### config.mk
export PLATFORM = sky130hd
export DESIGN_NAME = uart_tx_arbiter_flat
export DESIGN_NICKNAME = d
export VERILOG_FILES = /design/src/rtl/uart_tx_arbiter_if.sv /design/src/rtl/uart_tx_arbiter.sv /design/src/flat_wrapper.sv
export SDC_FILE = /design/constraint.sdc
export NUM_CORES = 1
export LEC_CHECK = 0
export CORE_UTILIZATION = 35
export DETAILED_ROUTE_END_ITERATION = 6
export DONT_BUFFER_PORTS = 1
export PLACE_DENSITY = 0.6
export SETUP_SLACK_MARGIN = 0.4
export SYNTH_ARGS = -nofsm -noshare
export SYNTH_HDL_FRONTEND = slang
export SYNTH_SLANG_ARGS = --single-unit
### constraint.sdc
create_clock -name clk -period 3.8 [get_ports clk]
set_clock_uncertainty 0.15 [all_clocks]
set_input_delay 0.76 -clock clk [delete_from_list [all_inputs] [get_ports clk]]
set_output_delay 0.76 -clock clk [all_outputs]
set_load 0.1 [all_outputs]
### src/rtl/uart_tx_arbiter_if.sv
`default_nettype none
// ============================================================================
// Module   : uart_tx_arbiter_if
// Purpose  : Bundle of requester and uart_tx-core signals around the shared
//            UART transmitter arbiter. The "slave" modport is the arbiter.
//            The "master" modport is the surrounding system, meaning the
//            report formatters plus the uart_tx core.
// Revision : 1.0 - initial release
// ============================================================================
interface uart_tx_arbiter_if #(
  parameter int N = 3
);
  logic [N-1:0]   req;
  logic [8*N-1:0] req_data;
  logic [N-1:0]   req_last;
  logic [N-1:0]   req_ack;
  logic [N-1:0]   grant;
  logic           abort;
  logic           tx_start;
  logic [7:0]     tx_data;
  logic           tx_busy;
  logic           tx_done;

  modport master (
    output req, req_data, req_last, tx_busy, tx_done,
    input  req_ack, grant, abort, tx_start, tx_data
  );

  modport slave (
    input  req, req_data, req_last, tx_busy, tx_done,
    output req_ack, grant, abort, tx_start, tx_data
  );
endinterface
`default_nettype wire

### src/rtl/uart_tx_arbiter.sv
`default_nettype none
// ============================================================================
// Module   : uart_tx_arbiter
// Purpose  : Shares one uart_tx core between N report sources. A source owns
//            the transmitter for a whole message, which ends at the byte
//            flagged last. Ownership is revoked if the source stalls longer
//            than GAP_CYCLES. By default the next owner is picked round-robin.
//            Defining UART_ARB_FIXED_PRIO_EN selects the lowest requesting
//            index instead.
// Revision : 1.0 - initial release
// ============================================================================
module uart_tx_arbiter #(
  parameter int N          = 3,
  parameter int GAP_CYCLES = 16,
  parameter int PTR_W      = 3
) (
  input  logic             clk,
  input  logic             rst,
  uart_tx_arbiter_if.slave bus
);

  localparam int c_gap_w = $clog2(GAP_CYCLES + 1);
  localparam logic [c_gap_w-1:0] c_gap_last = c_gap_w'(GAP_CYCLES - 1);

  typedef enum logic [1:0] {
    S_IDLE = 2'd0,
    S_LOAD = 2'd1,
    S_WAIT = 2'd2
  } state_t;

  state_t             r_state;
  logic [PTR_W-1:0]   r_ptr;
  logic [PTR_W-1:0]   r_gidx;
  logic [N-1:0]       r_grant;
  logic [N-1:0]       r_ack;
  logic               r_start;
  logic               r_abort;
  logic [7:0]         r_data;
  logic               r_last;
  logic [c_gap_w-1:0] r_gap;

  logic               w_any;
  logic [PTR_W-1:0]   w_sel;
  logic [N-1:0]       w_sel_oh;
  logic               w_req_g;
  logic               w_last_g;
  logic [7:0]         w_data_g;
`ifndef UART_ARB_FIXED_PRIO_EN
  int                 w_dist;
  int                 w_best;
`endif

  // Pick the next owner among the active requests, in both index and one-hot form.
  always_comb begin
    w_any    = |bus.req;
    w_sel    = '0;
    w_sel_oh = '0;
`ifdef UART_ARB_FIXED_PRIO_EN
    for (int i = N - 1; i >= 0; i--) begin
      if (bus.req[i]) w_sel = PTR_W'(i);
    end
`else
    // Distance of index i from the slot just after the pointer, modulo N.
    // The smallest distance among the active requests wins.
    w_best = N;
    w_dist = 0;
    for (int i = 0; i < N; i++) begin
      w_dist = i + N - 1 - int'(r_ptr);
      if (w_dist >= N) w_dist = w_dist - N;
      if (bus.req[i] && (w_dist < w_best)) begin
        w_best = w_dist;
        w_sel  = PTR_W'(i);
      end
    end
`endif
    for (int i = 0; i < N; i++) begin
      w_sel_oh[i] = (w_sel == PTR_W'(i));
    end
  end

  // Use the one-hot grant as a mask to pick out the current owner's req, last flag and byte.
  always_comb begin
    w_req_g  = |(bus.req & r_grant);
    w_last_g = |(bus.req_last & r_grant);
    w_data_g = '0;
    for (int i = 0; i < N; i++) begin
      if (r_grant[i]) w_data_g = w_data_g | bus.req_data[8*i +: 8];
    end
  end

  // Message FSM. Every output is registered, and the pulse outputs default low each cycle.
  always_ff @(posedge clk or negedge rst) begin
    if (!rst) begin
      r_state <= S_IDLE;
      r_ptr   <= PTR_W'(N - 1);
      r_gidx  <= '0;
      r_grant <= '0;
      r_ack   <= '0;
      r_start <= 1'b0;
      r_abort <= 1'b0;
      r_data  <= 8'h00;
      r_last  <= 1'b0;
      r_gap   <= '0;
    end else begin
      r_ack   <= '0;
      r_start <= 1'b0;
      r_abort <= 1'b0;
      case (r_state)
        S_IDLE: begin
          if (w_any) begin
            r_grant <= w_sel_oh;
            r_gidx  <= w_sel;
            r_gap   <= '0;
            r_state <= S_LOAD;
          end
        end
        S_LOAD: begin
          if (w_req_g) begin
            // A byte that is ready but blocked by a busy core does not count toward the gap.
            if (!bus.tx_busy) begin
              r_data  <= w_data_g;
              r_start <= 1'b1;
              r_ack   <= r_grant;
              r_last  <= w_last_g;
              r_gap   <= '0;
              r_state <= S_WAIT;
            end
          end else if (r_gap == c_gap_last) begin
            r_abort <= 1'b1;
            r_grant <= '0;
            r_ptr   <= r_gidx;
            r_state <= S_IDLE;
          end else begin
            r_gap <= r_gap + c_gap_w'(1);
          end
        end
        S_WAIT: begin
          if (bus.tx_done) begin
            if (r_last) begin
              r_grant <= '0;
              r_ptr   <= r_gidx;
              r_state <= S_IDLE;
            end else begin
              r_state <= S_LOAD;
            end
          end
        end
        default: r_state <= S_IDLE;
      endcase
    end
  end

  assign bus.grant    = r_grant;
  assign bus.req_ack  = r_ack;
  assign bus.tx_start = r_start;
  assign bus.abort    = r_abort;
  assign bus.tx_data  = r_data;

endmodule
`default_nettype wire

### src/flat_wrapper.sv
// flat-port wrapper written by rule: the top's interface ports become plain ports
module uart_tx_arbiter_flat 
#(
  parameter int N          = 3,
  parameter int GAP_CYCLES = 16,
  parameter int PTR_W      = 3
)
  (clk, rst, bus_req, bus_req_data, bus_req_last, bus_tx_busy, bus_tx_done, bus_req_ack, bus_grant, bus_abort, bus_tx_start, bus_tx_data);
  uart_tx_arbiter_if #(.N(N)) bus_i ();
  input  logic clk;
  input  logic rst;
  input wire logic [$bits(bus_i.req)-1:0] bus_req;
  input wire logic [$bits(bus_i.req_data)-1:0] bus_req_data;
  input wire logic [$bits(bus_i.req_last)-1:0] bus_req_last;
  input wire logic [$bits(bus_i.tx_busy)-1:0] bus_tx_busy;
  input wire logic [$bits(bus_i.tx_done)-1:0] bus_tx_done;
  output wire logic [$bits(bus_i.req_ack)-1:0] bus_req_ack;
  output wire logic [$bits(bus_i.grant)-1:0] bus_grant;
  output wire logic [$bits(bus_i.abort)-1:0] bus_abort;
  output wire logic [$bits(bus_i.tx_start)-1:0] bus_tx_start;
  output wire logic [$bits(bus_i.tx_data)-1:0] bus_tx_data;
  assign bus_i.req = bus_req;
  assign bus_i.req_data = bus_req_data;
  assign bus_i.req_last = bus_req_last;
  assign bus_i.tx_busy = bus_tx_busy;
  assign bus_i.tx_done = bus_tx_done;
  assign bus_req_ack = bus_i.req_ack;
  assign bus_grant = bus_i.grant;
  assign bus_abort = bus_i.abort;
  assign bus_tx_start = bus_i.tx_start;
  assign bus_tx_data = bus_i.tx_data;
  uart_tx_arbiter #(.N(N), .GAP_CYCLES(GAP_CYCLES), .PTR_W(PTR_W)) u_core (.clk(clk), .rst(rst), .bus(bus_i));
endmodule
-- After elaboration in Yosys (flattened, before gate mapping)
Cells that the tools add are included.
- add/sub/neg operators: 7
- $mul: 0
- div/mod/pow operators: 0
- magnitude comparators: 6
- equality and inequality tests: 13
- shift-type cells: 0
- multiplexer cells: 42
- bitwise logic cells: 5
- reductions and logical operators: 17
- operator list (kind ; count):
    32-bit two-way mux ; 5
    32-bit by 3-bit >= comparator with 1-bit output, second input constant ; 3
    32-bit by 3-bit subtractor with 32-bit output, second input constant ; 3
    32-bit less-than comparator ; 2
    3-bit two-way mux ; 12
    32-bit by 3-bit less-than comparator with 1-bit output, second input constant ; 1
    8-bit two-way mux ; 3
    5-bit two-way mux ; 4
    8-bit OR ; 2
    2-bit two-way mux ; 6
    5-bit case mux with 2 select lines ; 1
    3-bit case mux with 3 select lines ; 1
    3-bit OR reduction ; 3
    1-bit two-way mux ; 8
    4-bit AND reduction ; 2
    2-bit by 3-bit subtractor with 4-bit output, first input constant ; 2
    3-bit bitwise AND ; 2
    2-bit by 1-bit != test with 1-bit output, second input constant ; 3
    2-bit case mux with 3 select lines ; 1
    3-bit case mux with 2 select lines ; 1
    6-bit AND reduction ; 1
    5-bit by 1-bit adder with 5-bit output, second input constant ; 1
    5-bit by 4-bit equality test with 1-bit output, second input constant ; 1
    5-bit AND reduction ; 1
    other kinds (15) ; 21
- register bits: 30
- latch bits: 0
- memory bits (writable): 0
- memory bits (read-only): 0
- input port bits: 34
- output and inout port bits: 16
- logic and storage cells: 100
- memories: 0

-- Logic depth before layout (Yosys ltp)
Gate-level depths: netlist (run 1).
- depth in word-level cells: 15
- mapped depth: 16
- mapped depth without buffers: 16

-- Worst setup path after synthesis (run 1)
Ideal clock, no wire load.
- path type: register to register
- start point: register u_core.r_ptr[1]
- end point: register u_core.r_grant[1], in the netlist u_core.bus.grant[1]
- setup time: 0.110 ns
- arrival: 3.008 ns
- path slack: 0.532 ns
- cell stages (with the launch flop): 15
- path buffers: 0
- clock period less this slack: 3.268 ns
- path through: dfstp_2 inv_1 ha_1 nand2_1 inv_1 ha_1 o311ai_0 nand3_1 mux2i_1 ha_1 o21ai_0 a211oi_1 a311oi_1 and2_1 o41ai_1
- cells in the longest elaborated chain, start to end: 15
- elaborated cells between the ends (all ways): 25
- classes of those cells: 6 x add/sub; 6 x order compare; 1 x eq/ne; 9 x mux; 3 x reduce/logical
- RTL lines (item ; line ; source):
    from (decl) ; uart_tx_arbiter.sv:32 ; logic [PTR_W-1:0] r_ptr;
    from (signal assigned) ; uart_tx_arbiter.sv:95 ; r_ptr <= PTR_W'(N - 1);
    from (signal assigned) ; uart_tx_arbiter.sv:131 ; r_ptr <= r_gidx;
    from (signal assigned) ; uart_tx_arbiter.sv:141 ; r_ptr <= r_gidx;
    2-bit by 3-bit subtractor with 4-bit output ; uart_tx_arbiter.sv:68 ; w_dist = i + N - 1 - int'(r_ptr);
    32-bit by 3-bit subtractor with 32-bit output / 32-bit by 3-bit >= comparator with 1-bit output (equally long branches) ; uart_tx_arbiter.sv:69 ; if (w_dist >= N) w_dist = w_dist - N;
    32-bit two-way mux ; uart_tx_arbiter.sv:69 ;
    32-bit by 3-bit less-than comparator with 1-bit output ; uart_tx_arbiter.sv:70 ; if (bus.req[i] && (w_dist < w_best)) begin
    1-bit logical AND ; uart_tx_arbiter.sv:70 ;
    32-bit two-way mux ; uart_tx_arbiter.sv:70 ;
    32-bit less-than comparator ; uart_tx_arbiter.sv:70 ;
    1-bit logical AND ; uart_tx_arbiter.sv:70 ;
    32-bit two-way mux ; uart_tx_arbiter.sv:70 ;
    32-bit less-than comparator ; uart_tx_arbiter.sv:70 ;
    1-bit logical AND ; uart_tx_arbiter.sv:70 ;
    2-bit two-way mux (*) ; uart_tx_arbiter.sv:70 ;
    2-bit by 1-bit equality test with 1-bit output (*) ; uart_tx_arbiter.sv:77 ; w_sel_oh[i] = (w_sel == PTR_W'(i));
    3-bit two-way mux (*) ; uart_tx_arbiter.sv:110 ; if (w_any) begin
    3-bit case mux with 3 select lines (*) ; uart_tx_arbiter.sv:108 ; case (r_state)
    to (signal assigned) ; uart_tx_arbiter.sv:111 ; r_grant <= w_sel_oh;
    to (decl) ; uart_tx_arbiter.sv:34 ; logic [N-1:0] r_grant;
Mark *: on every way between the ends. The rest lies on a longest branch, timed or not. The select of a mux whose other input is x is not followed.
A chain may end at the register's enable or synchronous reset.

-- Final worst setup path (run 1)
Ends and elaborated chain as after synthesis.

==> impl_metrics.csv, run 1 <==
group,metric,value,unit
sta,fmax,306,MHz
synthesis,synth_async_sr_flop_share,100,%
setup_path,crit_fanout,4,
synthesis,ys_seq_area_share,39.5,%
clocking,cts_root_buf,"clkbuf_8",
finish,syn2layout_area_growth,19.9,%
clocking,cts_max_level,1,
sta,drv_slew,0,
synthesis,synth_flop_cell,"dfrtp_1",
synthesis,synthSimpleGateAreaFrac,15.8,%
synthesis,synth_edf_count,0,
setup_path,timing.rr.start,"u_core.r_ptr[1]$_DFFE_PN1P_",
setup_path,cp-endpoint,"u_core.bus.grant[1]$_DFFE_PN0P_",
die,start_util,36.9,%
synthesis,synth_compound_area_share,21.2,%
synthesis,synth_top_cell_by_area,"dfrtp_1",
sta,final.period_utilization,86.0,%
synthesis,ys_ff_latch,28,
finish,nets,258,
routing,routed_wl,4420,um
setup_path,reg2regPathDepth,16,
clocking,tritoncts,"yes",
routing,ant_nets,0,
setup_path,cp-start-kind,"flop",
grt,grt.total_usage,15.0,%
synthesis,syn-cell-area,1780,um^2
synthesis,ys_warn_count,0,
sta,final.setup.tns,0,ns
power,vdd_drop_max,402,uV
sta,slew-limit-headroom,25.1,%
routing,vias,1456,
die,pin_count,50,
synthesis,ys_types,48,
setup_path,crit_type,"flop to flop",
synthesis,synth.net_count,239,
routing,via_per_inst,5.39,
routing,drt-pass1-iter-count,7,
die,die_w,73.3,um
clocking,worstSkewPairLatency,0.28,ns
clocking,cts.sinks,28,
synthesis,synthXorXnorAreaFrac,0.985,%
synthesis,muxShareOfSynthArea,2.96,%
worst_hold_path,hp-class,"primary input to asynchronous set/reset pin",
routing,drt_iter0_drc,155,
routing,route.detailed.drc,2,
grt,grt_max_degree,29,
synthesis,synth.area.top_cells,"dfrtp_1, ha_1, a222oi_1",
synthesis,synth.avg_cell_area,9.61,um^2
clocking,cts_made_buffers,3,
synthesis,synth_top_family_by_area,"compound AO/OA/AOI/OAI gates",
die,dieArea,5370,um^2
die,dieHeight,73.3,um
grt,overflow,0,
power,power_density,976,nW/um^2
die,num_rows,25,
synthesis,synth_top_area_share,38.0,%
placed_design,hpwl,2820,um
synthesis,netlist_instances,185,
placed_design,routabilityCongestion,0.848,
synthesis,synth.most_common_cell,"dfrtp_1",
setup_path,worstPathRequired,3.83,ns
grt,grt_pass1_wl,6210,um
clocking,clockBufferDepth,2,
finish,diodes,0,
synthesis,yosys-top-cells-count,"dfrtp_1, ha_1, nand2_1, nor2_1, inv_1",
job,maxCapViolCount,0,
finish,nFillCells,483,
sta,rsz0062_at_grt,"false",
placed_design,portBuffers,0,
grt,antenna_found_initial,0,
clocking,path_clk_slew,0.09,ns
routing,wl_per_cell,16.4,um
sta,timing.final.hold_violations,0,
sta,worstMarginPinSlew,1.12,ns
power,p_leak,0.945,nW
finish,stdcell_area,2130,um^2
synthesis,synthAdderAreaFrac,14.1,%
setup_path,startpoint,"u_core.r_ptr[1]$_DFFE_PN1P_",
setup_path,regToRegSetupSlack,0.53,ns
placed_design,placed_area,1860,um^2
setup_path,cp.arrival,3.29,ns
sta,final.min_clock_period,3.27,ns
run_status,status,"finished, violations left",
finish,final_layout_size_suffix_gt1_share,23.6,%
die,core,4820,um^2
setup_path,worstReg2RegEnd,"u_core.bus.grant[1]$_DFFE_PN0P_",
sta,final-setup-viol-count,0,
setup_path,endpoint_kind,"flop",
grt,grt_pass1_vias,1302,
run_status,violations,"design-rule violations",
-- cell families (layout without fill, tap and decap cells) --
kind of cell               Yosys count  after routing
buffers and inverters               22             40
AOI/OAI and AO/OA                   52             52
muxes                                5              5
and+or+nand+nor                     56             56
adders and majority gates           20             20
DFF                                 28             28
xor gates and xnor gates             2              2
-- power breakdown --
part           internal, mW  switching, mW
Combinational         0.455          0.633
Clock                0.0752         0.0932
Sequential            0.398          0.425
Total                 0.928           1.15
-- cells in the final DEF (no fill, tap or decap), drive strengths merged, types with 3 or more instances in the layout --
master       count
a21oi           12
nand2           16
dlygate4sd3      4
nor2            16
nand2b           3
nor3             3
and2             4
dfrtp           27
mux2i            3
clkbuf           4
buf             17
ha              20
a222oi          10
o21ai           11
inv             15
-- critical path: stages (launching register included) --
cell,delay [ns]
dfstp_2,0.56
inv_2,0.07
ha_4,0.27
nand2_2,0.05
inv_2,0.06
ha_4,0.19
o21ai_1,0.07
nand2b_1,0.08
o311ai_2,0.08
nand3_1,0.14
mux2i_1,0.14
ha_2,0.33
o21ai_2,0.05
a211oi_2,0.28
a311oi_2,0.16
and2_4,0.21
o41ai_4,0.26
-- how the worst min path moves through the flow --
stage	slack, ns	end	depth (start not counted)
after floorplan	0.30	u_core.r_gidx[0]$_DFFE_PN0P_	2
after global placement	0.32	u_core.bus.abort$_DFF_PN0_	0
after detailed placement	0.32	u_core.bus.abort$_DFF_PN0_	0
after CTS	0.007	u_core.r_state[1]$_DFFE_PN0P_	0
after global routing	0.0001	u_core.bus.tx_data[5]$_DFFE_PN0P_	0
final	0.02	u_core.bus.tx_data[5]$_DFFE_PN0P_	0
-- area by class of cell --
class	count	area (um^2)	share of cell area, %
Inverter	15	56.3	2.64
Tap cell	67	83.8	3.93
Multi-Input combinational cell	135	1080	50.5
Clock buffer	4	45.0	2.11
Sequential cell	28	703	33.0
Timing Repair Buffer	21	168	7.86
-- layer usage --
metal,global-route usage [%],up-vias,wire length [um]
met5,0,-,0
met4,3.49,0,44
met3,4.94,4,274
met2,23.9,25,2220
met1,19.6,721,1880
li1,-,706,-
-- through the flow --
stage / setup WS [ns] / total power, mW / instances / hold WS (ns) / util [%]
floorplan: 0.532 / 1.54 / 185 / 0.298 / -
global placement: 0.338 / 1.71 / 250 / 0.315 / 38.6
detailed placement: 0.252 / 1.72 / 250 / 0.315 / 38.6
CTS: 0.420 / 1.94 / 262 / 0.00724 / 41.0
global route: 0.385 / 2.23 / 270 / 0.000105 / 44.3
finish: 0.533 / 2.08 / 270 / 0.0245 / 44.3
-- flip-flops by register name, summed over array words and instances, names as in the netlist --
signal / flops
u_core.r_gidx: 2
u_core.bus.tx_start: 1
u_core.bus.grant: 3
u_core.r_ptr: 2
u_core.r_gap: 5
u_core.bus.tx_data: 8
u_core.r_state: 2
u_core.r_last: 1
u_core.bus.abort: 1
u_core.bus.req_ack: 3
-- what timing repair did --
action                                  CTS  global route
endpoints found under the hold margin     0            14
endpoints found under the setup margin    4             5
hold buffers                              0             4
resized for setup                         3            18
pin swaps                                 3             4
setup buffers                             8             4
No activity file was read; power rests on OpenSTA's default activity.
==> run 2: changes to the inputs <==
CORE_MARGIN = 2   (was not set)
CTS_BUF_LIST = sky130_fd_sc_hd__clkbuf_16   (was not set)
PLACE_DENSITY = 0.48   (was 0.6)
==> impl_metrics.csv, run 2 (synthesis results as in run 1) <==
group,metric,value,unit
setup_path,cp_num_buf_inv,1,
finish,regArea,703,um^2
clocking,cts_made_buffers,3,
setup_path,cp-start-kind,"flop",
sta,final.period_utilization,88.4,%
routing,dr.max_layer_used,"met4",
placed_design,routabilityCongestion,0.841,
grt,antenna_found_initial,0,
clocking,clockBufferDepth,2,
sta,timing.final.hold_violations,0,
finish,post-route-util,43.0,%
routing,ant_nets,0,
clocking,tritoncts,"yes",
clocking,path_clk_slew,0.07,ns
sta,drv_slew,0,
setup_path,cp.arrival,3.36,ns
routing,via_per_inst,5.66,
setup_path,crit_type,"flop to flop",
routing,met3_length,241,um
placed_design,portBuffers,0,
placed_design,dp_slack,0.113,ns
routing,vias,1450,
finish,largest_reg_flops,8,
finish,syn2layout_area_growth,16.5,%
sta,worstMarginPinSlew,1.09,ns
routing,wl_met2,2130,um
grt,grt.total_usage,14.5,%
grt,grt_pass1_vias,1371,
clocking,cts_hold_buf,0,
routing,route.detailed.drc,0,
die,num_rows,25,
die,start_util,36.9,%
finish,multi_input_area,1070,um^2
finish,nFillCells,483,
setup_path,crit_fanout,4,
setup_path,endpoint_kind,"flop",
routing,drt_iter0_drc,91,
run_status,status,"complete, no violations",
grt,grt_pass1_wl,6320,um
routing,drt-met1-wl,1730,um
setup_path,crit_family,"compound AO/OA/AOI/OAI gates",
placed_design,hpwl,3050,um
die,dieHeight,75.3,um
sta,final-setup-viol-count,0,
clocking,worstSkewPairLatency,0.26,ns
die,core,4820,um^2
finish,diodes,0,
routing,routed_wl,4230,um
die,die_w,75.3,um
sta,slew-limit-headroom,26.9,%
routing,drt-pass1-iter-count,4,
sta,fmax,298,MHz
sta,setup_ws,0.442,ns
sta,rsz0062_at_grt,"false",
finish,final_layout_size_suffix_gt1_share,20.6,%
clocking,cts_max_level,1,
setup_path,worstPathRequired,3.81,ns
grt,overflow,0,
clocking,cts.sinks,28,
worst_hold_path,hp-class,"primary input to asynchronous set/reset pin",
finish,nets,244,
finish,final_cell_mix,"dfrtp_1, nor2_1, ha_1",
grt,grt_max_degree,29,
setup_path,cpPeakStageDelay,0.58,ns
routing,wl_per_cell,16.5,um
setup_path,worstPathCellList,"buf_4 -> ha_4 -> and2b_1 -> xnor2_1 -> o311ai_1 -> nand3_1 -> mux2i_1 -> ha_1 -> o21ai_2 -> a211oi_2 -> a311oi_2 -> and2_4 -> a22o_2",
job,maxCapViolCount,0,
setup_path,worst_path_max_delay_cell,"dfstp_2",
die,dieArea,5670,um^2
sta,final.setup.tns,0,ns
clocking,cts_root_buf,"clkbuf_16",
die,pin_count,50,
finish,final_common_cell,"dfrtp_1",
sta,final.min_clock_period,3.36,ns
[run 2: path summary, 6_finish.rpt]
check                                             startpoint                              end  slack (ns)  cells past startpoint
worst min-delay path                                     rst      u_core.r_gap[2]$_DFFE_PN0P_        0.03                      0
min in group clk                u_core.r_gidx[1]$_DFFE_PN0P_     u_core.r_gidx[1]$_DFFE_PN0P_        0.35                      2
max in group asynchronous                                rst      u_core.r_ptr[1]$_DFFE_PN1P_        3.28                      0
worst max-delay path             u_core.r_ptr[1]$_DFFE_PN1P_  u_core.bus.grant[2]$_DFFE_PN0P_        0.44                     13
worst max register to register   u_core.r_ptr[1]$_DFFE_PN1P_  u_core.bus.grant[2]$_DFFE_PN0P_        0.44                     13
worst min register to register  u_core.r_gidx[1]$_DFFE_PN0P_     u_core.r_gidx[1]$_DFFE_PN0P_        0.35                      2
[run 2: cell type report]
class	count	share of cell area [%]
clock buffers	3	3.63
clock inverters	1	1.45
inverters	15	2.84
multi-input cells	135	51.5
flip-flops and latches	28	34.0
well taps	67	4.05
repair buffers	7	2.54
[run 2: timing repair]
action	in CTS	in global routing
pin swaps	3	7
resized for setup	5	17
buffers inserted	1	2
setup endpoints to repair	5	5
[run 2: through the flow]
stage	hold WS, ns	instances	cell area [um^2]
6_report	0.0317	256	2070
4_1_cts	0.0239	254	1980
2_1_floorplan	0.298	185	1780
3_3_place_gp	0.315	249	1850
5_1_grt	0.0134	256	2070
3_5_place_dp	0.315	249	1850
[run 2: per-layer routing]
| layer | vias to the layer above | global-route usage (%) |
|---|---|---|
| met5 | - | 0 |
| met4 | 0 | 5.85 |
| met3 | 14 | 4.02 |
| met2 | 51 | 24.1 |
| met1 | 700 | 18.0 |
| li1 | 685 | - |
Power of run 2 is left out: the tool's default activity adds up to more than one toggle a clock period on the data nets, which glitch-free logic cannot reach.
